--- src/rtl/instr_cache_pkg.sv ---
// instr_cache_pkg: shared state codes and address-split helpers for the instruction cache.
// Contents: refill FSM state codes, field width/position functions, addr_field extractor.
package instr_cache_pkg;

    typedef logic [1:0] state_t;

    localparam state_t IDLE   = 2'd0;
    localparam state_t REFILL = 2'd1;
    localparam state_t COMMIT = 2'd2;

    function automatic int word_bits(int words);
        return $clog2(words);
    endfunction

    function automatic int index_bits(int sets);
        return $clog2(sets);
    endfunction

    function automatic int index_lsb(int words);
        return 2 + $clog2(words);
    endfunction

    function automatic int tag_lsb(int sets, int words);
        return 2 + $clog2(words) + $clog2(sets);
    endfunction

    function automatic int tag_bits(int width, int sets, int words);
        return width - tag_lsb(sets, words);
    endfunction

    // Extracts addr[lsb +: bits]; callers truncate the result to the field width.
    function automatic logic [63:0] addr_field(logic [63:0] addr, int lsb, int bits);
        return (addr >> lsb) & ((64'd1 << bits) - 64'd1);
    endfunction

endpackage

--- src/rtl/instr_cache_if.sv ---
// instr_cache_if: word read bus between the instruction cache and the memory arbiter.
// Signals: req/addr driven by the cache (master), ack/rdata returned by memory (slave).
interface instr_cache_if #(parameter int WIDTH = 32);

    logic             req;
    logic [WIDTH-1:0] addr;
    logic             ack;
    logic [WIDTH-1:0] rdata;

    modport master(output req, addr, input ack, rdata);
    modport slave(input req, addr, output ack, rdata);

endinterface

--- src/rtl/icache_refill_fsm.sv ---
// icache_refill_fsm: line refill sequencer for the instruction cache.
// Ports: clk/rst (async active-low); start = miss allowed to refill, base = line base address,
// invalidate = fence.i pulse; outputs state, pending_inv, word count, word_wr/commit strobes,
// mem_req/mem_addr to memory, mem_ack from memory.
module icache_refill_fsm
    import instr_cache_pkg::*;
#(
    parameter int WIDTH          = 32,
    parameter int WORDS_PER_LINE = 4,
    localparam int WB            = word_bits(WORDS_PER_LINE)
) (
    input  logic             clk,
    input  logic             rst,
    input  logic             start,
    input  logic [WIDTH-1:0] base,
    input  logic             invalidate,
    input  logic             mem_ack,
    output state_t           state,
    output logic             pending_inv,
    output logic [WB-1:0]    count,
    output logic             word_wr,
    output logic             commit,
    output logic             mem_req,
    output logic [WIDTH-1:0] mem_addr
);

    // An ack only counts while a request is actually outstanding.
    assign word_wr = state == REFILL && mem_req && mem_ack;
    assign commit  = state == COMMIT;

    always_ff @(posedge clk or negedge rst) begin
        if (!rst) begin
            state       <= IDLE;
            pending_inv <= 1'b0;
            count       <= '0;
            mem_req     <= 1'b0;
            mem_addr    <= '0;
        end else begin
            // Invalidates seen mid-refill are held until the first IDLE cycle, which then consumes them.
            pending_inv <= state == IDLE ? 1'b0 : pending_inv | invalidate;
            if (state == IDLE && start) begin
                state    <= REFILL;
                count    <= '0;
                mem_req  <= 1'b1;
                mem_addr <= base;
            end else if (word_wr) begin
                count <= count + WB'(1);
                if (&count) begin
                    mem_req <= 1'b0;
                    state   <= COMMIT;
                end else begin
                    mem_addr <= mem_addr + WIDTH'(4);
                end
            end else if (commit) begin
                state <= IDLE;
            end
        end
    end

endmodule

--- src/rtl/instr_cache.sv ---
// instr_cache: direct-mapped instruction cache between fetch and the memory arbiter.
// Ports: clk/rst (async active-low); fetch_req/PCF from fetch, invalidate (fence.i);
// InstrF/InstrValidF/StallF back to fetch/decode; mem = word refill bus (master side).
module instr_cache
    import instr_cache_pkg::*;
#(
    parameter int WIDTH          = 32,
    parameter int SETS           = 16,
    parameter int WORDS_PER_LINE = 4
) (
    input  logic               clk,
    input  logic               rst,
    input  logic               fetch_req,
    input  logic [WIDTH-1:0]   PCF,
    input  logic               invalidate,
    output logic [WIDTH-1:0]   InstrF,
    output logic               InstrValidF,
    output logic               StallF,
    instr_cache_if.master      mem
);

    localparam int IB = index_bits(SETS);
    localparam int WB = word_bits(WORDS_PER_LINE);
    localparam int TB = tag_bits(WIDTH, SETS, WORDS_PER_LINE);
    localparam int IL = index_lsb(WORDS_PER_LINE);
    localparam int TL = tag_lsb(SETS, WORDS_PER_LINE);

    logic [SETS-1:0]  valid;
    logic [TB-1:0]    tags [SETS];
    logic [WIDTH-1:0] data [SETS][WORDS_PER_LINE];

    state_t        state;
    logic          pending_inv, word_wr, commit, inv_now, hit, start;
    logic [WB-1:0] count;
    logic [IB-1:0] idx, rix;
    logic [WB-1:0] wrd;
    logic [TB-1:0] tag, rtag;

    assign idx  = IB'(addr_field(64'(PCF), IL, IB));
    assign wrd  = WB'(addr_field(64'(PCF), 2, WB));
    assign tag  = TB'(addr_field(64'(PCF), TL, TB));
    // Refill target comes from the latched refill address, never from the live PCF.
    assign rix  = IB'(addr_field(64'(mem.addr), IL, IB));
    assign rtag = TB'(addr_field(64'(mem.addr), TL, TB));

    // A live or deferred invalidate in IDLE forces a miss and blocks a refill this cycle.
    assign inv_now     = state == IDLE && (invalidate || pending_inv);
    assign hit         = fetch_req && state == IDLE && !inv_now && valid[idx] && tags[idx] == tag;
    assign start       = fetch_req && !hit && !inv_now;
    assign StallF      = fetch_req && !hit;
    assign InstrValidF = hit;
    assign InstrF      = hit ? data[idx][wrd] : '0;

    icache_refill_fsm #(.WIDTH(WIDTH), .WORDS_PER_LINE(WORDS_PER_LINE)) u_fsm (
        .clk        (clk),
        .rst        (rst),
        .start      (start),
        .base       ({PCF[WIDTH-1:IL], {IL{1'b0}}}),
        .invalidate (invalidate),
        .mem_ack    (mem.ack),
        .state      (state),
        .pending_inv(pending_inv),
        .count      (count),
        .word_wr    (word_wr),
        .commit     (commit),
        .mem_req    (mem.req),
        .mem_addr   (mem.addr)
    );

    // The victim line is invalidated as the refill starts so a partial line never hits.
    always_ff @(posedge clk or negedge rst) begin
        if (!rst) valid <= '0;
        else if (inv_now) valid <= '0;
        else if (state == IDLE && start) valid[idx] <= 1'b0;
        else if (commit) valid[rix] <= 1'b1;
    end

    always_ff @(posedge clk) begin
        if (word_wr) data[rix][count] <= mem.rdata;
        if (commit) tags[rix] <= rtag;
    end

endmodule

--- src/flat_wrapper.sv ---
// flat-port wrapper written by rule: the top's interface ports become plain ports
module instr_cache_flat import instr_cache_pkg::*;
#(
    parameter int WIDTH          = 32,
    parameter int SETS           = 16,
    parameter int WORDS_PER_LINE = 4
)
  (clk, rst, fetch_req, PCF, invalidate, InstrF, InstrValidF, StallF, mem_req, mem_addr, mem_ack, mem_rdata);
  instr_cache_if #(.WIDTH(WIDTH)) mem_i ();
  input  logic clk;
  input  logic rst;
  input  logic fetch_req;
  input  logic [WIDTH-1:0] PCF;
  input  logic invalidate;
  output logic [WIDTH-1:0] InstrF;
  output logic InstrValidF;
  output logic StallF;
  output wire logic [$bits(mem_i.req)-1:0] mem_req;
  output wire logic [$bits(mem_i.addr)-1:0] mem_addr;
  input wire logic [$bits(mem_i.ack)-1:0] mem_ack;
  input wire logic [$bits(mem_i.rdata)-1:0] mem_rdata;
  assign mem_req = mem_i.req;
  assign mem_addr = mem_i.addr;
  assign mem_i.ack = mem_ack;
  assign mem_i.rdata = mem_rdata;
  instr_cache #(.WIDTH(WIDTH), .SETS(SETS), .WORDS_PER_LINE(WORDS_PER_LINE)) u_core (.clk(clk), .rst(rst), .fetch_req(fetch_req), .PCF(PCF), .invalidate(invalidate), .InstrF(InstrF), .InstrValidF(InstrValidF), .StallF(StallF), .mem(mem_i));
endmodule
--- config.mk ---
export PLATFORM = sky130hd
export DESIGN_NAME = instr_cache_flat
export DESIGN_NICKNAME = d
export VERILOG_FILES = /design/src/rtl/instr_cache_pkg.sv /design/src/rtl/instr_cache_if.sv /design/src/rtl/icache_refill_fsm.sv /design/src/rtl/instr_cache.sv /design/src/flat_wrapper.sv
export SDC_FILE = /design/constraint.sdc
export NUM_CORES = 2
export LEC_CHECK = 0
export CAP_MARGIN = 20
export CORE_MARGIN = 3
export CORE_UTILIZATION = 45
export DETAILED_ROUTE_END_ITERATION = 6
export MAX_ROUTING_LAYER = met4
export SYNTH_ARGS = -nofsm -noshare
export SYNTH_HDL_FRONTEND = slang
export SYNTH_SLANG_ARGS = --single-unit
--- constraint.sdc ---
create_clock -name clk -period 13.05 [get_ports clk]
set_input_delay 3.2625 -clock clk [delete_from_list [all_inputs] [get_ports clk]]
set_output_delay 3.2625 -clock clk [all_outputs]
set_load 0.01 [all_outputs]
==> summary.md <==
| Metric | Value |
|---|---|
| Setup WS pre-CTS | 1790 ps |
| Max-Cap Viols | 0 |
| Dpl hpwl | 129 mm |
| Worst Setup SP | PCF[7] |
| Drc violations | 0 |
| Worst hold start | u_core.u_fsm.pending_inv |
| # fillers | 16500 |
| Ys Warns | 0 |
| Via count | 45300 |
| Ys flop type | edfxtp_1 |
| Cts bufs inserted | 241 |
| Wire length per cell | 33.8 um |
| Period utilisation layout | 86.9% |
| CTS root buf | clkbuf_16 |
| Reg2Reg Capture Point | u_core.u_fsm.mem_addr[29] |
| Area delta synth->final | 13.6% |
| DRT Pass-1 Iters | 7 |
| Outcome | complete, no violations |
| RePlAce Congestion | 0.811 |
| Die Span Y | 468 um |
| Post-synthesis sequential area ratio | 77.3% |
| Initial Utilization | 45.3% |
| Fin crit period | 11340 ps |
| Pin count of the biggest net entering global routing | 112 |
| Flop2flop setup slack | 9150 ps |
| Multi-input gate area | 0.0213 sq mm |
| # clock sinks | 2484 |
| Startpoint of the worst register-to-register path | u_core.tags[10][10] |
| Worst Path Required | 9790 ps |
| Worst setup EP type | output pin |
| Hold_ws | 509 ps |
| Area leader, netlist | edfxtp_1 |
| Worst reg2reg path depth | 9 |
| Hold Path Class | flop to flop |
| Clk slew on worst S/H paths | 60 ps |
| CTS Buffer Depth | 3 |
| Post-cts sizing count | 0 |
| Register Area | 0.0743 sq mm |
| Core region area | 0.212 sq mm |
| Leak pwr | 33.8 nW |
| Final Net Count | 4459 |
| # setup viols final | 0 |
| FMAX | 0.0882 GHz |
| RSZ-0062 raised after global routing | no |
| Power per cell area | 158 mW/mm^2 |
| Vias in the first global route | 45600 |
| GRT Overall Usage | 23.6% |
| Post-route setup TNS | 0 ps |
| Overflow after GRT | 0 |
| #FFs+latches synth | 2484 |
| Chip width | 468 um |
| Skew final | 63.1 ps |
| Peak VDD IR | 0.153 mV |
| Final worst slack | 1710 ps |
| Critical path arrival | 8080 ps |
| Antenna viol nets, final | 0 |
| Critical-path maximum fanout | 44 |
| CTS tree | yes |
| Synthesized cell area | 0.0961 sq mm |
| Die ar. | 0.219 sq mm |
| CP endpoint | InstrF[22] |
| CTS H-tree lvls | 4 |
| Netlist cell types | 60 |
| CTS Hold Buffers Added | 0 |
| Slew @ Worst Pin | 1120 ps |
| Startpoint Class | input pin |
| Initial antenna violation count | 25 |
| Share of the synthesized area in the top cell type | 76.0% |
| # rows | 169 |
| Post-synth top cells | 2432 x edfxtp_1, 745 x mux4_2, 121 x nor2_1 |
| Top-count cell post-synth | edfxtp_1 |
| Cells after Synth | 4080 |
| Total power | 17.3 mW |
| Iter 0 DRT Violations | 5495 |
| Via/cell ratio | 6.12 |
| Clock Latency Late Sink | 870 ps |
| Mean Syn Cell Area | 23.6 sq um |
| Post-Route WL | 250 mm |
| Number of I/O port buffers | 131 |
| Final hold violations | 0 |
| Top cells by area, synth | edfxtp_1 76%, mux4_2 17%, dfrtp_1 1.4% |
| Slew HR | 25.1% |
| Async S/R FF share, synth | 2.09% |
| Critical path type | input pin to output pin |
| Global-route wire length before repair | 352 mm |
| Share of layout cells above drive strength 1 | 29.6% |
| Setup Buffers After CTS | 0 |
| Max-slew violations | 0 |
| IO Count | 136 |
| Post-synth EDFFs | 2432 |
-- registers in the layout, summed over array words and instances, names as in the netlist --
register,count
u_core.data,2048
u_core.tags,384
u_core.u_fsm.mem_addr,30
u_core.valid,16
u_core.u_fsm.count,2
u_core.u_fsm.state,2
u_core.u_fsm.mem_req,1
u_core.u_fsm.pending_inv,1
-- layout by cell type (no fill, tap or decap), types with 22 or more instances in the layout --
master / synthesis / routed
edfxtp_1: 2432 / 2432
mux4_2: 745 / 745
clkbuf_16: 0 / 242
buf_4: 15 / 125
clkdlybuf4s50_1: 0 / 92
nor2_4: 0 / 80
mux2i_1: 75 / 75
clkinv_1: 1 / 69
nand2_1: 67 / 66
clkbuf_1: 65 / 54
dfrtp_1: 52 / 52
nor2_1: 121 / 41
clkinv_2: 0 / 40
a21oi_1: 39 / 39
and2_1: 37 / 37
buf_2: 109 / 34
o21ai_0: 28 / 28
nand3_1: 23 / 23
nor3_1: 22 / 22
a31oi_1: 22 / 22
-- final cells by class --
| type | count | share of cell area (%) |
|---|---|---|
| Antenna cell | 8 | 0.0183 |
| Clock inverter | 142 | 1.06 |
| Timing Repair Buffer | 275 | 2.30 |
| Sequential cell | 2484 | 68.1 |
| Tap cell | 2821 | 3.23 |
| Clock buffer | 299 | 5.77 |
| Inverter | 23 | 0.0859 |
| Multi-Input combinational cell | 1360 | 19.5 |
-- metrics by stage --
| step | utilization, % | area [sq um] | instances |
|---|---|---|---|
| floorplan | - | 96100 | 4081 |
| global placement | 47.8 | 101000 | 6946 |
| detailed placement | 47.8 | 101000 | 6949 |
| CTS | 51.3 | 109000 | 7390 |
| global route | 51.4 | 109000 | 7411 |
| finish | 51.4 | 109000 | 7412 |
-- logic make-up after synthesis --
kind of cell             Yosys count  share of synthesized area, %
AO/OA/AOI/OAI                    160                          1.07
XOR/XNOR                          36                         0.328
adder cells (fa/ha/maj)            5                        0.0651
buffers and inverters            237                          1.20
flip-flops                      2484                          77.3
multiplexers                     841                          18.5
other                              1                       0.00390
AND/OR/NAND/NOR                  316                          1.53
-- per-layer routing --
layer | global-route usage, % | part of all wire, %
met5 | - | 0
met3 | 4.14 | 8.2
met4 | 5.73 | 2.3
met1 | 32.9 | 41
met2 | 36.6 | 49
-- report_power, final --
group	leakage, nW	switching, mW	internal (mW)
combinational	7.62	0.835	0.512
sequential	22.5	0.216	9.11
clock	3.64	2.94	3.68
-- worst max-delay path, stage by stage --
cell and delay [ps]:
buf_4 530, buf_4 510, nor2b_1 610, a22oi_1 170
a21o_1 230, a211oi_1 240, nand4_1 190, a22oi_1 200
nand4_1 450, inv_2 730, and2_1 230, clkdlybuf4s50_1 570
-- how the worst min path moves through the flow --
stage | to | cells after the start
after floorplan | u_core.u_fsm.pending_inv | 2
after global placement | u_core.u_fsm.pending_inv | 2
after detailed placement | u_core.valid[2] | 1
after CTS | u_core.valid[2] | 1
after global routing | u_core.u_fsm.pending_inv | 2
final | u_core.u_fsm.pending_inv | 2
No activity file was read; power rests on OpenSTA's default activity.
